**config.mk**
```make
export PLATFORM = sky130hd
export DESIGN_NAME = rv32_mem
export DESIGN_NICKNAME = d
export VERILOG_FILES = /design/src/rtl/rv32_pkg.sv /design/src/rtl/rv32_mem_align.sv /design/src/rtl/rv32_mem.sv
export SDC_FILE = /design/constraint.sdc
export NUM_CORES = 1
export LEC_CHECK = 0
export CORE_MARGIN = 2
export CORE_UTILIZATION = 40
export DETAILED_ROUTE_END_ITERATION = 7
export PLACE_DENSITY = 0.73
export SYNTH_ARGS = -nofsm -noshare
export SYNTH_HDL_FRONTEND = slang
export SYNTH_SLANG_ARGS = --single-unit
```
**constraint.sdc**
```tcl
create_clock -name clk -period 2.52 [get_ports clk]
set_input_delay 0.252 -clock clk [delete_from_list [all_inputs] [get_ports clk]]
set_output_delay 0.252 -clock clk [all_outputs]
set_load 0.005 [all_outputs]
```
**src/rtl/rv32_pkg.sv**
```systemverilog
`default_nettype none
// ============================================================================
//  Module   : rv32_pkg
//  Purpose  : Shared types for the RV32 memory stage: the access-width
//             encoding, the memory FSM state type and a width decode helper.
//  Ports    : none (package)
//  Revision : 1.0 - initial release
// ============================================================================
package rv32_pkg;

  // Access width as carried on mem_width_in; encoding 3 is reserved.
  typedef enum logic [1:0] {
    BYTE = 2'd0,
    HALF = 2'd1,
    WORD = 2'd2
  } width_e;

  typedef enum logic {
    IDLE = 1'b0,
    BUSY = 1'b1
  } state_e;

  // The reserved encoding behaves exactly like a word access.
  function automatic width_e decode_width(input logic [1:0] raw);
    case (raw)
      2'd0:    decode_width = BYTE;
      2'd1:    decode_width = HALF;
      default: decode_width = WORD;
    endcase
  endfunction

endpackage
`default_nettype wire

```
**src/rtl/rv32_mem_align.sv**
```systemverilog
`default_nettype none
// ============================================================================
//  Module   : rv32_mem_align
//  Purpose  : Combinational load formatter. Picks the byte or halfword lane
//             out of the bus word using the low address bits, then sign- or
//             zero-extends it to 32 bits.
//  Ports    : read_value   in  32  raw word returned by the bus
//             width        in  2   access width (width_e)
//             zero_extend  in  1   zero-extend instead of sign-extend
//             addr_lo      in  2   low address bits of the access
//             load_value   out 32  formatted writeback value
//  Revision : 1.0 - initial release
// ============================================================================
module rv32_mem_align
  import rv32_pkg::*;
(
  input  logic [31:0] read_value,
  input  width_e      width,
  input  logic        zero_extend,
  input  logic [1:0]  addr_lo,
  output logic [31:0] load_value
);

  logic [7:0]  byte_lane;
  logic [15:0] half_lane;

  always_comb begin
    byte_lane = read_value[7:0];
    case (addr_lo)
      2'd0: byte_lane = read_value[7:0];
      2'd1: byte_lane = read_value[15:8];
      2'd2: byte_lane = read_value[23:16];
      2'd3: byte_lane = read_value[31:24];
      default: byte_lane = read_value[7:0];
    endcase

    // Halfword lane ignores addr_lo[0]; a misaligned half reads its aligned pair.
    half_lane = addr_lo[1] ? read_value[31:16] : read_value[15:0];

    case (width)
      BYTE:    load_value = {{24{~zero_extend & byte_lane[7]}}, byte_lane};
      HALF:    load_value = {{16{~zero_extend & half_lane[15]}}, half_lane};
      default: load_value = read_value;
    endcase
  end

endmodule
`default_nettype wire

```
**src/rtl/rv32_mem.sv**
```systemverilog
`default_nettype none
// ============================================================================
//  Module   : rv32_mem
//  Purpose  : RV32 memory stage. Non-memory results pass through to the
//             writeback registers in one cycle; loads and stores issue a
//             single bus access and stall upstream until the bus is ready.
//  Ports    : clk, reset_n (async, active low)
//             mem_read_en_in, mem_write_en_in, mem_width_in,
//             mem_zero_extend_in, rd_in, rd_writeback_in, result_in,
//             rs2_value_in                      - execute-stage inputs
//             bus_address_out, bus_read_out, bus_write_out,
//             bus_write_mask_out, bus_write_value_out,
//             bus_read_value_in, bus_ready_in   - memory bus
//             stall_out                         - upstream hold
//             rd_out, rd_writeback_out, rd_value_out - writeback stage
//             misaligned_out (only with RV32_MEM_ALIGN_CHECK_EN)
//  Config   : RV32_MEM_ALIGN_CHECK_EN - reject misaligned half/word accesses
//             and flag them on misaligned_out.
//  Revision : 1.0 - initial release
// ============================================================================
module rv32_mem
  import rv32_pkg::*;
(
  input  logic        clk,
  input  logic        reset_n,
  input  logic        mem_read_en_in,
  input  logic        mem_write_en_in,
  input  logic [1:0]  mem_width_in,
  input  logic        mem_zero_extend_in,
  input  logic [4:0]  rd_in,
  input  logic        rd_writeback_in,
  input  logic [31:0] result_in,
  input  logic [31:0] rs2_value_in,
  output logic [31:0] bus_address_out,
  output logic        bus_read_out,
  output logic        bus_write_out,
  output logic [3:0]  bus_write_mask_out,
  output logic [31:0] bus_write_value_out,
  input  logic [31:0] bus_read_value_in,
  input  logic        bus_ready_in,
  output logic        stall_out,
  output logic [4:0]  rd_out,
  output logic        rd_writeback_out,
  output logic [31:0] rd_value_out
`ifdef RV32_MEM_ALIGN_CHECK_EN
  ,
  output logic        misaligned_out
`endif
);

  state_e      state;
  state_e      state_next;
  width_e      req_width;
  width_e      lat_width;
  logic        lat_zext;
  logic [1:0]  lat_addr_lo;
  logic        lat_wb;
  logic        mem_req;
  logic        misaligned;
  logic        accept;
  logic [3:0]  store_mask;
  logic [31:0] store_data;
  logic [31:0] load_value;

  assign req_width = decode_width(mem_width_in);
  assign mem_req   = mem_read_en_in | mem_write_en_in;

`ifdef RV32_MEM_ALIGN_CHECK_EN
  assign misaligned = mem_req &&
                      (((req_width == HALF) && result_in[0]) ||
                       ((req_width == WORD) && (result_in[1:0] != 2'b00)));
`else
  assign misaligned = 1'b0;
`endif

  assign accept    = (state == IDLE) && mem_req && !misaligned;
  assign stall_out = (state == BUSY) && !bus_ready_in;

  // Store lanes: data replicated so every enabled lane carries the value.
  always_comb begin
    store_mask = 4'b1111;
    store_data = rs2_value_in;
    case (req_width)
      BYTE: begin
        store_mask = 4'b0001 << result_in[1:0];
        store_data = {4{rs2_value_in[7:0]}};
      end
      HALF: begin
        store_mask = 4'b0011 << {result_in[1], 1'b0};
        store_data = {2{rs2_value_in[15:0]}};
      end
      default: begin
        store_mask = 4'b1111;
        store_data = rs2_value_in;
      end
    endcase
  end

  rv32_mem_align u_align (
    .read_value  (bus_read_value_in),
    .width       (lat_width),
    .zero_extend (lat_zext),
    .addr_lo     (lat_addr_lo),
    .load_value  (load_value)
  );

  always_ff @(posedge clk or negedge reset_n) begin
    if (!reset_n) state <= IDLE;
    else          state <= state_next;
  end

  always_comb begin
    state_next = state;
    case (state)
      IDLE:    if (accept) state_next = BUSY;
      BUSY:    if (bus_ready_in) state_next = IDLE;
      default: state_next = IDLE;
    endcase
  end

  always_ff @(posedge clk or negedge reset_n) begin
    if (!reset_n) begin
      bus_address_out     <= '0;
      bus_read_out        <= 1'b0;
      bus_write_out       <= 1'b0;
      bus_write_mask_out  <= '0;
      bus_write_value_out <= '0;
      rd_out              <= '0;
      rd_writeback_out    <= 1'b0;
      rd_value_out        <= '0;
      lat_width           <= BYTE;
      lat_zext            <= 1'b0;
      lat_addr_lo         <= '0;
      lat_wb              <= 1'b0;
    end else begin
      case (state)
        IDLE: begin
          if (accept) begin
            // Read wins over write; a read carries no write lanes.
            bus_address_out     <= {result_in[31:2], 2'b00};
            bus_read_out        <= mem_read_en_in;
            bus_write_out       <= mem_write_en_in & ~mem_read_en_in;
            bus_write_mask_out  <= mem_read_en_in ? 4'b0000 : store_mask;
            bus_write_value_out <= mem_read_en_in ? 32'd0 : store_data;
            rd_out              <= rd_in;
            rd_writeback_out    <= 1'b0;
            lat_width           <= req_width;
            lat_zext            <= mem_zero_extend_in;
            lat_addr_lo         <= result_in[1:0];
            lat_wb              <= rd_writeback_in;
          end else if (mem_req) begin
            // Rejected misaligned access: nothing retires.
            rd_writeback_out <= 1'b0;
          end else begin
            rd_out           <= rd_in;
            rd_writeback_out <= rd_writeback_in;
            rd_value_out     <= result_in;
          end
        end
        BUSY: begin
          rd_writeback_out <= 1'b0;
          if (bus_ready_in) begin
            bus_read_out  <= 1'b0;
            bus_write_out <= 1'b0;
            // bus_read_out still identifies the in-flight op as a load here.
            if (bus_read_out) begin
              rd_value_out     <= load_value;
              rd_writeback_out <= lat_wb;
            end
          end
        end
        default: rd_writeback_out <= 1'b0;
      endcase
    end
  end

`ifdef RV32_MEM_ALIGN_CHECK_EN
  always_ff @(posedge clk or negedge reset_n) begin
    if (!reset_n) misaligned_out <= 1'b0;
    else          misaligned_out <= (state == IDLE) && misaligned;
  end
`endif

endmodule
`default_nettype wire

```
==> metrics.yaml, run 1 <==
synthesis:
  synth.most_common_cell: "dfrtp_1"
  synth_cell_type_count: 45
  synth_top_area_share_pct: 52.04
  synth_edf_count: 0
  yosysWarnings: 0
  seq_area_frac_synth_pct: 52.04
  synth.top_cells.by_count: "dfrtp_1, nand2_1, o21ai_0"
  synth_flop_cell: "dfrtp_1"
  ys_seq_elements: 113
  syn_area_sq_um: 5434
  synth_cells: 531
  async_flop_share_pct: 100.0
  synth_area_leaders: "dfrtp_1, mux2_2, mux2i_1"
  synth_top_area_cell: "dfrtp_1"
  syn-mean-instance-area_sq_um: 10.23
sta:
  finClkSkew_ps: 7.711
  setup_ws_ps: 295.5
  fin_crit_ps: 2225
  setup_tns_ps: 0
  rsz0062_at_grt: "no"
  slew_violations: 0
  relSlewSlack_pct: 44.58
  hold_violations: 0
  setup_viol: 0
  min_period_over_period_pct: 88.28
  fmaxAchievable_mhz: 449.5
  max_slew.worst_pin.slew_ps: 831.3
die:
  die_w_um: 120.6
  dieHeight_um: 120.6
  initial_core_util_pct: 41.03
  coreArea_sq_um: 13240
  rows: 42
  ios: 219
  dieArea_sq_um: 14530
placed_design:
  pre_cts_ws_ps: 320.9
  dp_hpwl_mm: 13.06
  post_dp_cell_area_sq_um: 7755
  routabilityCongestion: 0.9037
  io_buffers: 216
global_route:
  track_usage_pct: 24.76
  grt_pass1_vias: 5153
  grt_pass1_wl_mm: 27.61
  grt_start_max_net_pins: 54
  antenna_found_initial: 0
  gr-total-overflow: 0
clocking:
  cts_tree: "done"
  worstSkewPairLatency_ps: 410
  cts.clk_slew.worst_paths_ps: 50
  cts_htree_levels: 4
  cts_setup_buffers: 0
  cts_max_path_buffers: 2
  clockRootBuffer: "clkbuf_16"
  cts_buffers: 17
  cts_sinks: 113
power_and_ir_drop:
  ir_worst_vdd_v: 0.0003660
  p_leak_nw: 3.427
  power_density_nw_per_um2: 969.3
layout:
  fillers: 1121
  nNetsFinal: 852
  n_antenna_cell: 0
  design_area_sq_um: 8304
  drive_above_1_share_pct: 12.85
  syn_to_final_growth_pct: 52.82
setup_path:
  end_kind: "flip-flop"
  critPathLaunch: "lat_addr_lo[1]$_DFFE_PN0P_"
  r2r_slack_ps: 300
  crit_type: "flip-flop to flip-flop"
  crit_slowest_cell: "dfrtp_1"
  crit_arrival_ps: 2480
  r2r_start: "lat_addr_lo[1]$_DFFE_PN0P_"
  rr_worst_depth: 4
  reg2reg_to: "rd_value_out[27]$_DFFE_PN0P_"
  cp-start-kind: "flip-flop"
  cp_max_fo: 16
  cp_cell_sequence: "inv_1 -> or3_4 -> a31oi_4 -> a211oi_1"
  required_ps: 2780
  critical_path.max_stage_delay_ps: 710
route:
  vias: 5096
  wl_mm: 17.62
  drc: 0
  viasPerCell: 5.474
  firstDrtPassIters: 4
  wire_per_inst_um: 18.92
  drtAntennaViolNets: 0
  first_iter_violations: 313
outcome:
  status: "finished, final reports clean"
hold_path:
  hold_class: "input pin to async pin"
job:
  drv_cap: 0
[routing by layer]
metal,up-vias,GRT usage (%),share of wire [%],wire length [um]
met2,270,39.48,47,8272
met1,2457,30.78,41,7215
met5,-,0,0,0
met3,38,8.208,9.3,1637
li1,2331,-,-,-
met4,0,10.61,2.8,494
[power by group]
group / internal, mW / switching (mW) / leakage [nW]
sequential: 2.42 / 0.425 / 1.38
combinational: 1.78 / 1.24 / 1.79
clock: 1.36 / 0.822 / 0.265
[area by class of cell]
| class | count | area, sq um | share of cell area, % |
|---|---|---|---|
| clock inverters | 12 | 92.59 | 1.115 |
| repair buffers | 231 | 2287 | 27.54 |
| flip-flops and latches | 113 | 2828 | 34.05 |
| clock buffers | 20 | 446.7 | 5.379 |
| multi-input cells | 371 | 2400 | 28.90 |
| well taps | 176 | 220.2 | 2.652 |
| inverters | 8 | 30.03 | 0.3616 |
[cells by family (layout without fill, tap and decap cells)]
family                 count (synthesis)  in the layout  share of synthesized area [%]
DFF                                  113            113                          52.04
buffers and inverters                 48            271                          4.075
and+or+nand+nor                      161            161                          12.78
other                                  1              2                        0.06901
AOI/OAI and AO/OA                    135            135                          16.33
muxes                                 73             73                          14.71
[how the worst max path moves through the flow]
stage | end | slack [ps] | depth (start not counted)
4_1_cts | rd_value_out[29]$_DFFE_PN0P_ | 350 | 4
2_1_floorplan | rd_value_out[21]$_DFFE_PN0P_ | 870 | 6
5_1_grt | rd_value_out[29]$_DFFE_PN0P_ | 200 | 4
6_report | rd_value_out[27]$_DFFE_PN0P_ | 300 | 4
3_3_place_gp | bus_write_value_out[19]$_DFFE_PN0P_ | 400 | 4
3_5_place_dp | bus_write_value_out[25]$_DFFE_PN0P_ | 320 | 4
[stage by stage]
stage / total power [mW] / util (%) / hold slack (ps) / instances
final: 8.049 / 62.71 / 374.3 / 931
after floorplan: 4.113 / - / -43.59 / 532
after global placement: 5.801 / 58.56 / 259.6 / 898
after CTS: 8.112 / 62.71 / 369.7 / 931
after detailed placement: 5.892 / 58.56 / 264.6 / 898
after global routing: 8.502 / 62.71 / 415.5 / 931
[cell usage in the layout, fill, tap and decap left out, types with 14 or more instances in the layout]
master,Yosys,layout
a21oi_1,28,28
mux2_2,41,41
nor2_1,37,37
clkdlybuf4s50_1,0,215
clkbuf_16,0,17
mux2i_1,30,30
buf_4,2,14
dfrtp_1,113,113
nand2_1,77,77
nor3_1,22,22
o21ai_0,46,45
a211oi_1,19,19
[repair_timing]
action,4_1_cts,5_1_grt
gates resized for setup,0,0
endpoints found under the hold margin,37,0
hold buffers,1,0
[state kept, by name, indices dropped and copies added, names as in the netlist, 2 cells and up]
| register | flops |
|---|---|
| bus_write_mask_out | 4 |
| bus_write_value_out | 32 |
| rd_value_out | 32 |
| bus_address_out | 30 |
| lat_width | 2 |
| lat_addr_lo | 2 |
| rd_out | 5 |
[worst max-delay path: cells and delay by family (launching register included)]
family	cells	cell delay, ps
flip-flops	1	710
buffers and inverters	1	320
AO/OA/AOI/OAI	2	570
AND/OR/NAND/NOR	1	450
No activity file was read; power rests on OpenSTA's default activity.
==> inputs of run 2 (changes only) <==
- ABC_CLOCK_PERIOD_IN_PS: unset -> 2520
==> results of run 2 <==
The final DEF is identical to that of run 1; final timing and power are the same.
==> inputs of run 3 (changes only) <==
- SLEW_MARGIN: unset -> 25
==> results of run 3 <==
The final DEF is identical to that of run 1; final timing and power are the same.
